--- config.mk ---
export PLATFORM = sky130hd
export DESIGN_NAME = uart_loader_flat
export DESIGN_NICKNAME = d
export VERILOG_FILES = /design/src/rtl/riscv_pkg.sv /design/src/rtl/uart_loader_if.sv /design/src/rtl/uart_rx.sv /design/src/rtl/uart_loader.sv /design/src/flat_wrapper.sv
export SDC_FILE = /design/constraint.sdc
export NUM_CORES = 1
export LEC_CHECK = 0
export CORE_ASPECT_RATIO = 1.5
export CORE_MARGIN = 2
export CORE_UTILIZATION = 45
export CTS_CLUSTER_DIAMETER = 30
export DETAILED_ROUTE_END_ITERATION = 8
export PLACE_DENSITY = 0.7
export SLEW_MARGIN = 20
export SYNTH_ARGS = -nofsm -noshare
export SYNTH_HDL_FRONTEND = slang
export SYNTH_HIERARCHICAL = 1
export SYNTH_SLANG_ARGS = --single-unit
--- constraint.sdc ---
create_clock -name clk -period 2.3 [get_ports clk]
set_input_delay 0.46 -clock clk [delete_from_list [all_inputs] [get_ports clk]]
set_output_delay 0.46 -clock clk [all_outputs]
set_load 0.005 [all_outputs]
--- src/rtl/riscv_pkg.sv ---
// Shared core/loader constants, loader and UART receiver state types.
// Optional LOADER_CHECKSUM_EN adds the S_SUM loader state.
package riscv_pkg;

  localparam logic [31:0] ENTRY   = 32'h8000_0000;
  localparam int unsigned MEMSIZE = 2056;

  typedef enum logic [2:0] {
    S_LEN  = 3'd0,
    S_DATA = 3'd1,
`ifdef LOADER_CHECKSUM_EN
    S_SUM  = 3'd2,
`endif
    S_DONE = 3'd3,
    S_ERR  = 3'd4
  } loader_state_e;

  typedef enum logic [1:0] {
    RX_IDLE  = 2'd0,
    RX_START = 2'd1,
    RX_DATA  = 2'd2,
    RX_STOP  = 2'd3
  } rx_state_e;

  localparam logic [6:0] OP_LUI    = 7'b0110111;
  localparam logic [6:0] OP_AUIPC  = 7'b0010111;
  localparam logic [6:0] OP_JAL    = 7'b1101111;
  localparam logic [6:0] OP_JALR   = 7'b1100111;
  localparam logic [6:0] OP_BRANCH = 7'b1100011;
  localparam logic [6:0] OP_LOAD   = 7'b0000011;
  localparam logic [6:0] OP_STORE  = 7'b0100011;
  localparam logic [6:0] OP_IMM    = 7'b0010011;
  localparam logic [6:0] OP_REG    = 7'b0110011;
  localparam logic [6:0] OP_SYSTEM = 7'b1110011;

endpackage

--- src/rtl/uart_loader_if.sv ---
// Instruction-memory write bus driven by the loader.
// Signals: mem_we strobe, mem_addr word index, mem_wdata word.
interface uart_loader_if #(
  parameter int unsigned ADDR_W = 12
);
  logic              mem_we;
  logic [ADDR_W-1:0] mem_addr;
  logic [31:0]       mem_wdata;

  modport master (
    output mem_we,
    output mem_addr,
    output mem_wdata
  );

  modport slave (
    input mem_we,
    input mem_addr,
    input mem_wdata
  );
endinterface

--- src/rtl/uart_rx.sv ---
// 8N1 UART receiver: 2-flop sync, half-bit start check, mid-bit sampling.
// Ports: clk, rst_n, rx_i in; byte_valid_o, byte_data_o, frame_err_o out.
module uart_rx
  import riscv_pkg::*;
#(
  parameter int unsigned DIV = 434
) (
  input  logic       clk,
  input  logic       rst_n,
  input  logic       rx_i,
  output logic       byte_valid_o,
  output logic [7:0] byte_data_o,
  output logic       frame_err_o
);

  localparam int unsigned CW = $clog2(DIV + 1);
  localparam logic [CW-1:0] HALF_M1 = CW'(DIV / 2 - 1);
  localparam logic [CW-1:0] FULL_M1 = CW'(DIV - 1);

  logic          meta_q, sync_q;
  rx_state_e     state_q, state_d;
  logic [CW-1:0] cnt_q, cnt_d;
  logic [2:0]    bit_q, bit_d;
  logic [7:0]    sh_q, sh_d;
  logic          valid_q, valid_d;
  logic          ferr_q, ferr_d;

  always_ff @(posedge clk or negedge rst_n) begin
    if (!rst_n) begin
      meta_q  <= 1'b1;
      sync_q  <= 1'b1;
      state_q <= RX_IDLE;
      cnt_q   <= '0;
      bit_q   <= '0;
      sh_q    <= '0;
      valid_q <= 1'b0;
      ferr_q  <= 1'b0;
    end else begin
      meta_q  <= rx_i;
      sync_q  <= meta_q;
      state_q <= state_d;
      cnt_q   <= cnt_d;
      bit_q   <= bit_d;
      sh_q    <= sh_d;
      valid_q <= valid_d;
      ferr_q  <= ferr_d;
    end
  end

  always_comb begin
    state_d = state_q;
    cnt_d   = cnt_q + CW'(1);
    bit_d   = bit_q;
    sh_d    = sh_q;
    valid_d = 1'b0;
    ferr_d  = 1'b0;
    unique case (state_q)
      RX_IDLE: begin
        cnt_d = '0;
        if (!sync_q) state_d = RX_START;
      end
      RX_START: begin
        if (cnt_q == HALF_M1) begin
          cnt_d   = '0;
          bit_d   = '0;
          // high at mid-start means the low was a glitch
          state_d = sync_q ? RX_IDLE : RX_DATA;
        end
      end
      RX_DATA: begin
        if (cnt_q == FULL_M1) begin
          cnt_d = '0;
          sh_d  = {sync_q, sh_q[7:1]};
          bit_d = bit_q + 3'd1;
          if (bit_q == 3'd7) state_d = RX_STOP;
        end
      end
      RX_STOP: begin
        if (cnt_q == FULL_M1) begin
          cnt_d   = '0;
          state_d = RX_IDLE;
          valid_d = sync_q;
          ferr_d  = !sync_q;
        end
      end
      default: state_d = RX_IDLE;
    endcase
  end

  assign byte_valid_o = valid_q;
  assign byte_data_o  = sh_q;
  assign frame_err_o  = ferr_q;

endmodule

--- src/rtl/uart_loader.sv ---
// Serial image loader: length header, LE words into imem, core hold.
// Ports: clk, reset(n), ser_rx; mem bus (master); cpu_hold, load_done, load_err, led.
// Macro LOADER_CHECKSUM_EN adds a 32-bit sum trailer check.
module uart_loader
  import riscv_pkg::*;
#(
  parameter int unsigned CLK_HZ  = 50_000_000,
  parameter int unsigned BAUD    = 115200,
  parameter int unsigned MEMSIZE = riscv_pkg::MEMSIZE,
  parameter int unsigned ADDR_W  = 12
) (
  input  logic          clk,
  input  logic          reset,
  input  logic          ser_rx,
  uart_loader_if.master mem,
  output logic          cpu_hold,
  output logic          load_done,
  output logic          load_err,
  output logic [7:0]    led
);

  localparam int unsigned DIV = (CLK_HZ + BAUD / 2) / BAUD;
  localparam int unsigned CW  = ADDR_W + 1;

`ifdef LOADER_CHECKSUM_EN
  localparam loader_state_e FIN = S_SUM;
`else
  localparam loader_state_e FIN = S_DONE;
`endif

  logic       bv, ferr;
  logic [7:0] bdat;

  uart_rx #(.DIV(DIV)) u_rx (
    .clk          (clk),
    .rst_n        (reset),
    .rx_i         (ser_rx),
    .byte_valid_o (bv),
    .byte_data_o  (bdat),
    .frame_err_o  (ferr)
  );

  loader_state_e     state_q, state_d;
  logic [1:0]        bcnt_q, bcnt_d;
  logic [23:0]       buf_q, buf_d;
  logic [CW-1:0]     len_q, len_d;
  logic [CW-1:0]     wcnt_q, wcnt_d;
  logic              we_q, we_d;
  logic [ADDR_W-1:0] addr_q, addr_d;
  logic [31:0]       wdata_q, wdata_d;
  logic [31:0]       full;
  logic [CW-1:0]     wnext;
  logic              busy;
`ifdef LOADER_CHECKSUM_EN
  logic [31:0]       sum_q, sum_d;
`endif

  always_ff @(posedge clk or negedge reset) begin
    if (!reset) begin
      state_q <= S_LEN;
      bcnt_q  <= '0;
      buf_q   <= '0;
      len_q   <= '0;
      wcnt_q  <= '0;
      we_q    <= 1'b0;
      addr_q  <= '0;
      wdata_q <= '0;
`ifdef LOADER_CHECKSUM_EN
      sum_q   <= '0;
`endif
    end else begin
      state_q <= state_d;
      bcnt_q  <= bcnt_d;
      buf_q   <= buf_d;
      len_q   <= len_d;
      wcnt_q  <= wcnt_d;
      we_q    <= we_d;
      addr_q  <= addr_d;
      wdata_q <= wdata_d;
`ifdef LOADER_CHECKSUM_EN
      sum_q   <= sum_d;
`endif
    end
  end

  assign full  = {bdat, buf_q};
  assign wnext = wcnt_q + CW'(1);

  always_comb begin
    state_d = state_q;
    bcnt_d  = bcnt_q;
    buf_d   = buf_q;
    len_d   = len_q;
    wcnt_d  = wcnt_q;
    we_d    = 1'b0;
    addr_d  = addr_q;
    wdata_d = wdata_q;
`ifdef LOADER_CHECKSUM_EN
    sum_d   = sum_q;
`endif
    busy = (state_q != S_DONE) && (state_q != S_ERR);
    if (busy && ferr) begin
      // partial word is simply dropped
      state_d = S_ERR;
      bcnt_d  = '0;
    end else if (busy && bv) begin
      bcnt_d = bcnt_q + 2'd1;
      unique case (bcnt_q)
        2'd0:    buf_d[7:0]   = bdat;
        2'd1:    buf_d[15:8]  = bdat;
        2'd2:    buf_d[23:16] = bdat;
        default: ;
      endcase
      if (bcnt_q == 2'd3) begin
        unique case (state_q)
          S_LEN: begin
            len_d = full[CW-1:0];
            if (full > 32'(MEMSIZE)) state_d = S_ERR;
            else if (full == 32'd0)  state_d = FIN;
            else                     state_d = S_DATA;
          end
          S_DATA: begin
            we_d    = 1'b1;
            addr_d  = wcnt_q[ADDR_W-1:0];
            wdata_d = full;
            wcnt_d  = wnext;
`ifdef LOADER_CHECKSUM_EN
            sum_d   = sum_q + full;
`endif
            if (wnext == len_q) state_d = FIN;
          end
`ifdef LOADER_CHECKSUM_EN
          S_SUM: state_d = (full == sum_q) ? S_DONE : S_ERR;
`endif
          default: ;
        endcase
      end
    end
  end

  assign mem.mem_we    = we_q;
  assign mem.mem_addr  = addr_q;
  assign mem.mem_wdata = wdata_q;

  assign load_done = (state_q == S_DONE);
  assign load_err  = (state_q == S_ERR);
  assign cpu_hold  = !load_done;
  assign led       = {load_err, load_done, wcnt_q[5:0]};

endmodule

--- src/flat_wrapper.sv ---
// flat-port wrapper written by rule: the top's interface ports become plain ports
module uart_loader_flat import riscv_pkg::*;
#(
  parameter int unsigned CLK_HZ  = 50_000_000,
  parameter int unsigned BAUD    = 115200,
  parameter int unsigned MEMSIZE = riscv_pkg::MEMSIZE,
  parameter int unsigned ADDR_W  = 12
)
  (clk, reset, ser_rx, cpu_hold, load_done, load_err, led, mem_mem_we, mem_mem_addr, mem_mem_wdata);
  uart_loader_if #(.ADDR_W(ADDR_W)) mem_i ();
  input  logic clk;
  input  logic reset;
  input  logic ser_rx;
  output logic cpu_hold;
  output logic load_done;
  output logic load_err;
  output logic [7:0] led;
  output wire logic [$bits(mem_i.mem_we)-1:0] mem_mem_we;
  output wire logic [$bits(mem_i.mem_addr)-1:0] mem_mem_addr;
  output wire logic [$bits(mem_i.mem_wdata)-1:0] mem_mem_wdata;
  assign mem_mem_we = mem_i.mem_we;
  assign mem_mem_addr = mem_i.mem_addr;
  assign mem_mem_wdata = mem_i.mem_wdata;
  uart_loader #(.CLK_HZ(CLK_HZ), .BAUD(BAUD), .MEMSIZE(MEMSIZE), .ADDR_W(ADDR_W)) u_core (.clk(clk), .reset(reset), .ser_rx(ser_rx), .mem(mem_i), .cpu_hold(cpu_hold), .load_done(load_done), .load_err(load_err), .led(led));
endmodule
==> reports/results.ini, run 1 <==
[setup_path]
slowest_stage = dfrtp_1
path_delay_family = simple AND/OR/NAND/NOR gates
worstPathMaxFanout = 5
r2r_cells = 8
worstPathBufferInverterCount = 0
max_stage_delay_ns = 0.40
worstReg2RegEnd = u_core/state_q[0]
critPathMostFrequentCell = nor4_4
crit_chain = ha_1 -> nand3_2 -> nor4_4 -> xnor2_1 -> o211ai_1 -> nor4_4 -> o21ai_0 -> a21o_1
cp-start-kind = flop
cp.arrival_ns = 2.52
cp-end-kind = flop
r2r-start = u_core/wcnt_q[0]
critPathKind = flop to flop
required_ns = 2.59
r2r_slack_ns = 0.07

[clock_network]
clk_latency_ns = 0.41
cts_tree = done
clock-root-buffer = clkbuf_16
htreeDepth = 4
clockBufferDepth = 2
clk_pin_slew_ns = 0.05
cts.sinks = 126
numCtsBuffers = 17

[yosys]
synth_cells = 446
synth_top_cells_by_area = dfrtp_1 54%, mux2_2 18%, xnor2_1 3.2%, ha_1 2.2%, buf_2 1.4%
synth_top_area_share_pct = 53.84
ys.flop_type = dfrtp_1
syn-num-nets = 459
yosysTopAreaCell = dfrtp_1
syn_avg_cell_area_um2 = 12.92
ys_types = 57
synthArstFlopShare_pct = 100.0
synth-seq-cells = 126
synth_edf_count = 0
synth_area_um2 = 5763
yosysWarnings = 6
ys_seq_area_share_pct = 54.75

[sta]
max_freq_mhz = 447.5
slew_headroom_pct = 54.95
rsz0062_at_grt = yes
skew_ns = 0.006427
final-hold-violation-count = 0
fin_ws_ns = 0.06543
finalCritPeriodShare_pct = 97.16
setup_viol = 0
tightest_slew_ns = 0.6713
period_minus_slack_ns = 2.235
tns_ns = 0
drv_slew = 0
holdWs_ns = 0.05629

[layout]
diodes = 0
final_core_util_pct = 57.97
final_nets = 531
area_delta_synth_final_pct = 25.86
fillers = 1017
drive_gt1_share_pct = 32.07
stdcell_count = 683

[place]
port-buffer-count = 58
gp_congestion = 0.8196
place_hpwl_mm = 8.218
dp_cells = 653
preCtsSetupSlack_ns = -0.06534

[pwr]
cellPowerDensity_nw_per_um2 = 666.6
irDropWorstVdd_mv = 0.5110
switching_share_pct = 19.06
clockPowerShare_pct = 52.9
netSwitchingPower_uw = 921.6
leakage_uw = 0.003386
comb_power_share_pct = 1.1
power_frac_seq_pct = 46.0
p_int_uw = 3914

[grt]
grt_pass1_wl_mm = 19.84
grt_pass1_vias = 3997
grt_max_degree = 44
grt_usage_pct = 18.86
grt_overflow = 0
antenna_found_initial = 0

[floorplan]
dieArea_um2 = 13750
fp.coreArea_um2 = 12510
die_h_um = 142.6
die_x_um = 96.40
initial_core_util_pct = 46.06
rows = 50
io_pins = 59

[min_path]
hp-class = primary input to asynchronous set/reset pin

[detailed_routing]
drcViolationCount = 0
route.antenna.remaining_nets = 0
wl_per_cell_um = 17.76
dr.pass1.iters = 4
wl_mm = 12.13
routed_via_density = 5.565
drt_iter0_markers = 153
vias = 3801

[run_status]
status = finished, final reports clean

[job]
drv_cap = 0

[flip-flops by register name, summed over array words and instances (netlist names), named ones only]
| signal | count |
|---|---|
| u_core/u_rx/frame_err_o | 1 |
| u_core/u_rx/byte_valid_o | 1 |
| u_core/u_rx/byte_data_o | 8 |
| u_core/buf_q | 24 |
| u_core/u_rx/state_q | 1 |
| u_core/mem.mem_wdata | 32 |
| u_core/u_rx/cnt_q | 9 |
| u_core/bcnt_q | 2 |
| u_core/len_q | 13 |
| u_core/u_rx/meta_q | 1 |
| u_core/wcnt_q | 13 |
| u_core/state_q | 3 |
| u_core/u_rx/sync_q | 1 |
| u_core/mem.mem_we | 1 |
| u_core/u_rx/bit_q | 3 |
| u_core/mem.mem_addr | 12 |
[layout make-up]
cell class / instances / area (um^2) / share of cell area, %
flip-flops and latches: 126 / 3158 / 43.54
multi-input cells: 282 / 2511 / 34.62
repair buffers: 79 / 773.2 / 10.66
clock buffers: 22 / 484.2 / 6.676
well taps: 156 / 195.2 / 2.691
clock inverters: 6 / 86.33 / 1.190
inverters: 12 / 45.04 / 0.6210
[cells in the mapped netlist (2+ instances only)]
cell type	n
nand4_1	6
o211ai_1	2
nand3_2	2
nand3_1	12
a211o_1	2
nand2_1	18
inv_1	12
or3_1	5
nor3_1	10
nand2b_1	3
mux2_2	91
buf_4	9
nor2_1	11
ha_1	10
nor2b_1	5
nor4_1	11
a21boi_0	3
a22o_1	3
o21ai_0	12
xor2_1	9
a22oi_1	4
xnor2_1	21
buf_2	16
o21ai_1	2
and4b_1	2
a21oi_1	7
or4_1	3
dfstp_2	2
a31oi_1	2
dfrtp_1	124
[worst reg2reg max path: cells and delay by family (launching register included)]
kind,cells,cell delay (ns)
DFF,1,0.40
and+or+nand+nor,3,0.80
xor gates and xnor gates,1,0.18
AOI/OAI and AO/OA,3,0.51
adders and majority gates,1,0.22
[layout by cell type, fill, tap and decap left out, drive strengths merged, types with 9 or more instances in the layout]
master	count
buf	22
clkbuf	22
clkdlybuf4s50	57
dfrtp	124
ha	10
inv	12
mux2	91
nand2	18
nand3	14
nor2	11
nor3	10
nor4	12
o21ai	15
xnor2	21
xor2	9
[power groups by stage]
stage	clock network [uW]	logic (uW)	registers (uW)
6_report	2560	52.7	2220
5_1_grt	2710	62.1	2220
4_1_cts	2620	56.8	2220
3_5_place_dp	0	56.9	2260
3_3_place_gp	0	55.6	2260
2_1_floorplan	0	0.521	2260
[how the worst max path moves through the flow]
stage                 startpoint                end  slack (ns)  cells after the start
6_report        u_core/wcnt_q[0]  u_core/state_q[0]        0.07                      8
5_1_grt         u_core/wcnt_q[0]  u_core/state_q[0]       -0.06                      7
4_1_cts        u_core/state_q[2]           load_err        0.01                      4
3_5_place_dp    u_core/wcnt_q[0]  u_core/state_q[0]       -0.07                      8
3_3_place_gp   u_core/state_q[0]  u_core/state_q[0]        0.01                      7
2_1_floorplan   u_core/wcnt_q[0]  u_core/state_q[0]        0.06                      8
[per-stage QoR]
stage / power [uW] / instance area, um^2
2_1_floorplan: 2262 / 5763
3_3_place_gp: 2317 / 6570
3_5_place_dp: 2319 / 6570
4_1_cts: 4903 / 7169
5_1_grt: 4998 / 7253
6_report: 4835 / 7253
[per-layer routing]
layer | GRT usage (%) | vias up | part of all wire, %
li1 | - | 1746 | -
met1 | 22.67 | 1948 | 40
met2 | 32.46 | 92 | 55
met3 | 4.449 | 15 | 3.6
met4 | 6.894 | 0 | 1.3
met5 | 0 | - | 0
[what timing repair did]
| item | 4_1_cts | 5_1_grt |
|---|---|---|
| endpoints found under the setup margin | 6 | 6 |
| pin swaps | 0 | 5 |
| hold buffers | 0 | 0 |
| setup buffers | 0 | 2 |
| resized for setup | 5 | 14 |
| endpoints found under the hold margin | 0 | 0 |
[cell families after synthesis]
group | after synthesis | synth area share, %
DFF | 126 | 54.75
xor gates and xnor gates | 30 | 4.559
AOI/OAI and AO/OA | 51 | 6.210
and+or+nand+nor | 100 | 11.12
buffers and inverters | 38 | 3.408
adders and majority gates | 10 | 2.171
muxes | 91 | 17.78
(Power assumes the default switching activity.)
==> inputs of run 2 (changes only) <==
clock period = 1.8 ns   (was 2.3 ns; I/O delays follow)
==> run 2 against run 1 <==
Fmax down 2.2%. The run now ends with negative setup slack left. Cell count is 13% higher. Register-to-register slack worse by 0.55 ns. Combinational power rose by 36%. Global-route usage increased by 2.2 points. Sequential share of layout area down 5.3 points. Hold slack improved by 0.30 ns. Clock power rose by 30%. Power increased by 29%. Non-clock buffer count is 86 higher.
==> reports/results.ini, run 2 (same netlist as run 1, synthesis figures left out) <==
[run_status]
status = finished, violations left  ; was finished, final reports clean
failed_checks = negative setup slack

[setup_path]
startpoint = u_core/wcnt_q[9]  ; was u_core/wcnt_q[0]
endpoint = u_core/state_q[0]  ; unchanged
worstPathMaxFanout = 4  ; was 5
critPathKind = flop to flop  ; unchanged
worstReg2RegEnd = u_core/state_q[0]  ; unchanged
cp.arrival_ns = 2.59  ; was 2.52 ns
r2r_cells = 8  ; unchanged
r2r_slack_ns = -0.49  ; was 0.07 ns
required_ns = 2.10  ; was 2.59 ns
cp-end-kind = flop  ; unchanged
cp-start-kind = flop  ; unchanged
r2r-start = u_core/wcnt_q[9]  ; was u_core/wcnt_q[0]

[layout]
fillers = 915  ; was 1,017
layout_commonest_cell = dfrtp_1  ; unchanged
drive_gt1_share_pct = 45.54  ; was 32.07%
seq_area_um2 = 3158  ; unchanged
final_area_um2 = 8252  ; was 7253 um^2
area_delta_synth_final_pct = 43.18  ; was 25.86%
mostFrequentLayoutCells = 122 x dfrtp_1, 84 x buf_4, 69 x mux2_2, 46 x clkdlybuf4s50_1, 22 x mux2_4  ; was 122 x dfrtp_1, 91 x mux2_2, 57 x clkdlybuf4s50_1, 21 x xnor2_1, 19 x buf_4
largest_register_ffs = 32  ; unchanged
multi_input_area_um2 = 2700  ; was 2511 um^2
final_core_util_pct = 65.95  ; was 57.97%
final_nets = 618  ; was 531
diodes = 0  ; unchanged

[floorplan]
rows = 50  ; unchanged
initial_core_util_pct = 46.06  ; unchanged
die_h_um = 142.6  ; unchanged
die_x_um = 96.40  ; unchanged
dieArea_um2 = 13750  ; unchanged
fp.coreArea_um2 = 12510  ; unchanged
io_pins = 59  ; unchanged

[clock_network]
cts_tree = done  ; unchanged
clk_latency_ns = 0.42  ; was 0.41 ns
numCtsBuffers = 17  ; unchanged
clock-root-buffer = clkbuf_16  ; unchanged
htreeDepth = 4  ; unchanged
cts.sinks = 126  ; unchanged
clk_pin_slew_ns = 0.06  ; was 0.05 ns
clockBufferDepth = 2  ; unchanged

[pwr]
power_frac_seq_pct = 45.4  ; was 46.0%
netSwitchingPower_uw = 1334  ; was 921.6 uW
clockPowerShare_pct = 53.5  ; was 52.9%
p_int_uw = 4922  ; was 3914 uW
switching_share_pct = 21.32  ; was 19.06%
comb_power_share_pct = 1.1  ; about the same
leakage_uw = 0.004020  ; was 0.003386 uW
cellPowerDensity_nw_per_um2 = 758.1  ; was 666.6 nW/um^2
irDropWorstVdd_mv = 0.8098  ; was 0.5110 mV

[detailed_routing]
wl_mm = 14.58  ; was 12.13 mm
drcViolationCount = 0  ; unchanged
wl_per_cell_um = 18.86  ; was 17.76 um
route.antenna.remaining_nets = 0  ; unchanged
drt_iter0_markers = 208  ; was 153
dr.pass1.iters = 4  ; unchanged
routed_via_density = 5.528  ; was 5.565
vias = 4273  ; was 3,801

[sta]
drv_slew = 0  ; unchanged
finalCritPeriodShare_pct = 127.0  ; was 97.16%
rsz0062_at_grt = yes  ; unchanged
period_minus_slack_ns = 2.286  ; was 2.235 ns
setup_viol = 21  ; was 0
max_freq_mhz = 437.5  ; was 447.5 MHz
tightest_slew_ns = 0.3763  ; was 0.6713 ns
skew_ns = 0.008039  ; was 0.006427 ns
slew_headroom_pct = 74.69  ; was 54.95%
fin_ws_ns = -0.4856  ; was 0.06543 ns
final-hold-violation-count = 0  ; unchanged

[grt]
grt_overflow = 0  ; unchanged
grt_usage_pct = 21.03  ; was 18.86%
antenna_found_initial = 0  ; unchanged
grt_pass1_wl_mm = 22.00  ; was 19.84 mm
grt_max_degree = 50  ; was 44
grt_pass1_vias = 4477  ; was 3,997

[place]
placement.cell_area_um2 = 7172  ; was 6570 um^2
port-buffer-count = 58  ; unchanged
place_hpwl_mm = 9.421  ; was 8.218 mm
gp_congestion = 0.7962  ; was 0.8196

[min_path]
hp-class = primary input to flop  ; was primary input to asynchronous set/reset pin

[job]
drv_cap = 0  ; unchanged

run 2: area by class of cell:
cell class,count,area share [%]
multi-input combinational,283,32.72
inverter,12,0.5459
sequential,126,38.27
timing repair buffer,165,19.04
tap,156,2.365
clock inverter,13,1.729
clock buffer,18,5.322
run 2: critical path, stage by stage, from the launching register on:
cell and delay [ns]:
dfrtp_1 0.40, or3b_1 0.42, a211o_1 0.28, a21boi_1 0.17
o21ai_1 0.10, buf_4 0.15, nor4_4 0.27, o21ai_1 0.16
a21o_1 0.22
run 2: routing by layer:
layer	global-route usage (%)	part of all wire, %	vias to the layer above
li1	-	-	1934
met1	23.83	39	2168
met2	37.10	55	129
met3	3.972	3.2	42
met4	10.30	2.9	0
met5	0	0	-
run 2: worst min-delay path by stage:
stage | startpoint | slack (ns) | depth (start not counted) | endpoint
after floorplan | reset | 0.06 | 0 | u_core/bcnt_q[0]
after global placement | reset | 0.29 | 1 | u_core/u_rx/bit_q[2]
after detailed placement | reset | 0.29 | 1 | u_core/mem.mem_addr[0]
after CTS | ser_rx | 0.33 | 1 | u_core/u_rx/meta_q
after global routing | ser_rx | 0.35 | 1 | u_core/u_rx/meta_q
final | ser_rx | 0.35 | 1 | u_core/u_rx/meta_q
run 2: stage by stage:
step                      std cells  setup TNS [ns]  power [uW]  worst slack [ns]  hold slack (ns)
final                           773          -4.643        6256           -0.4856           0.3517
after global routing            773          -5.966        6448           -0.5129           0.3548
after CTS                       754          -3.294        6318           -0.2928           0.3349
after detailed placement        716          -6.887        2964           -0.3432           0.2882
after global placement          716          -5.927        2964           -0.2902           0.2944
after floorplan                 446          -2.541        2891           -0.1529          0.06441
run 2: power groups by stage:
stage | combinational, uW | clock, uW | sequential [uW]
finish | 71.8 | 3340 | 2840
global placement | 73.8 | 0 | 2890
detailed placement | 74.4 | 0 | 2890
global route | 85.5 | 3520 | 2840
CTS | 76.2 | 3400 | 2840
floorplan | 0.665 | 0 | 2890
run 2: repair_timing:
| action | 4_1_cts | 5_1_grt |
|---|---|---|
| buffers inserted | 7 | 14 |
| setup endpoints to repair | 87 | 96 |
| resized for setup | 42 | 44 |
| hold buffers | 1 | 0 |
| pin swaps | 7 | 15 |
| endpoints found under the hold margin | 20 | 0 |
| gates cloned | 0 | 5 |
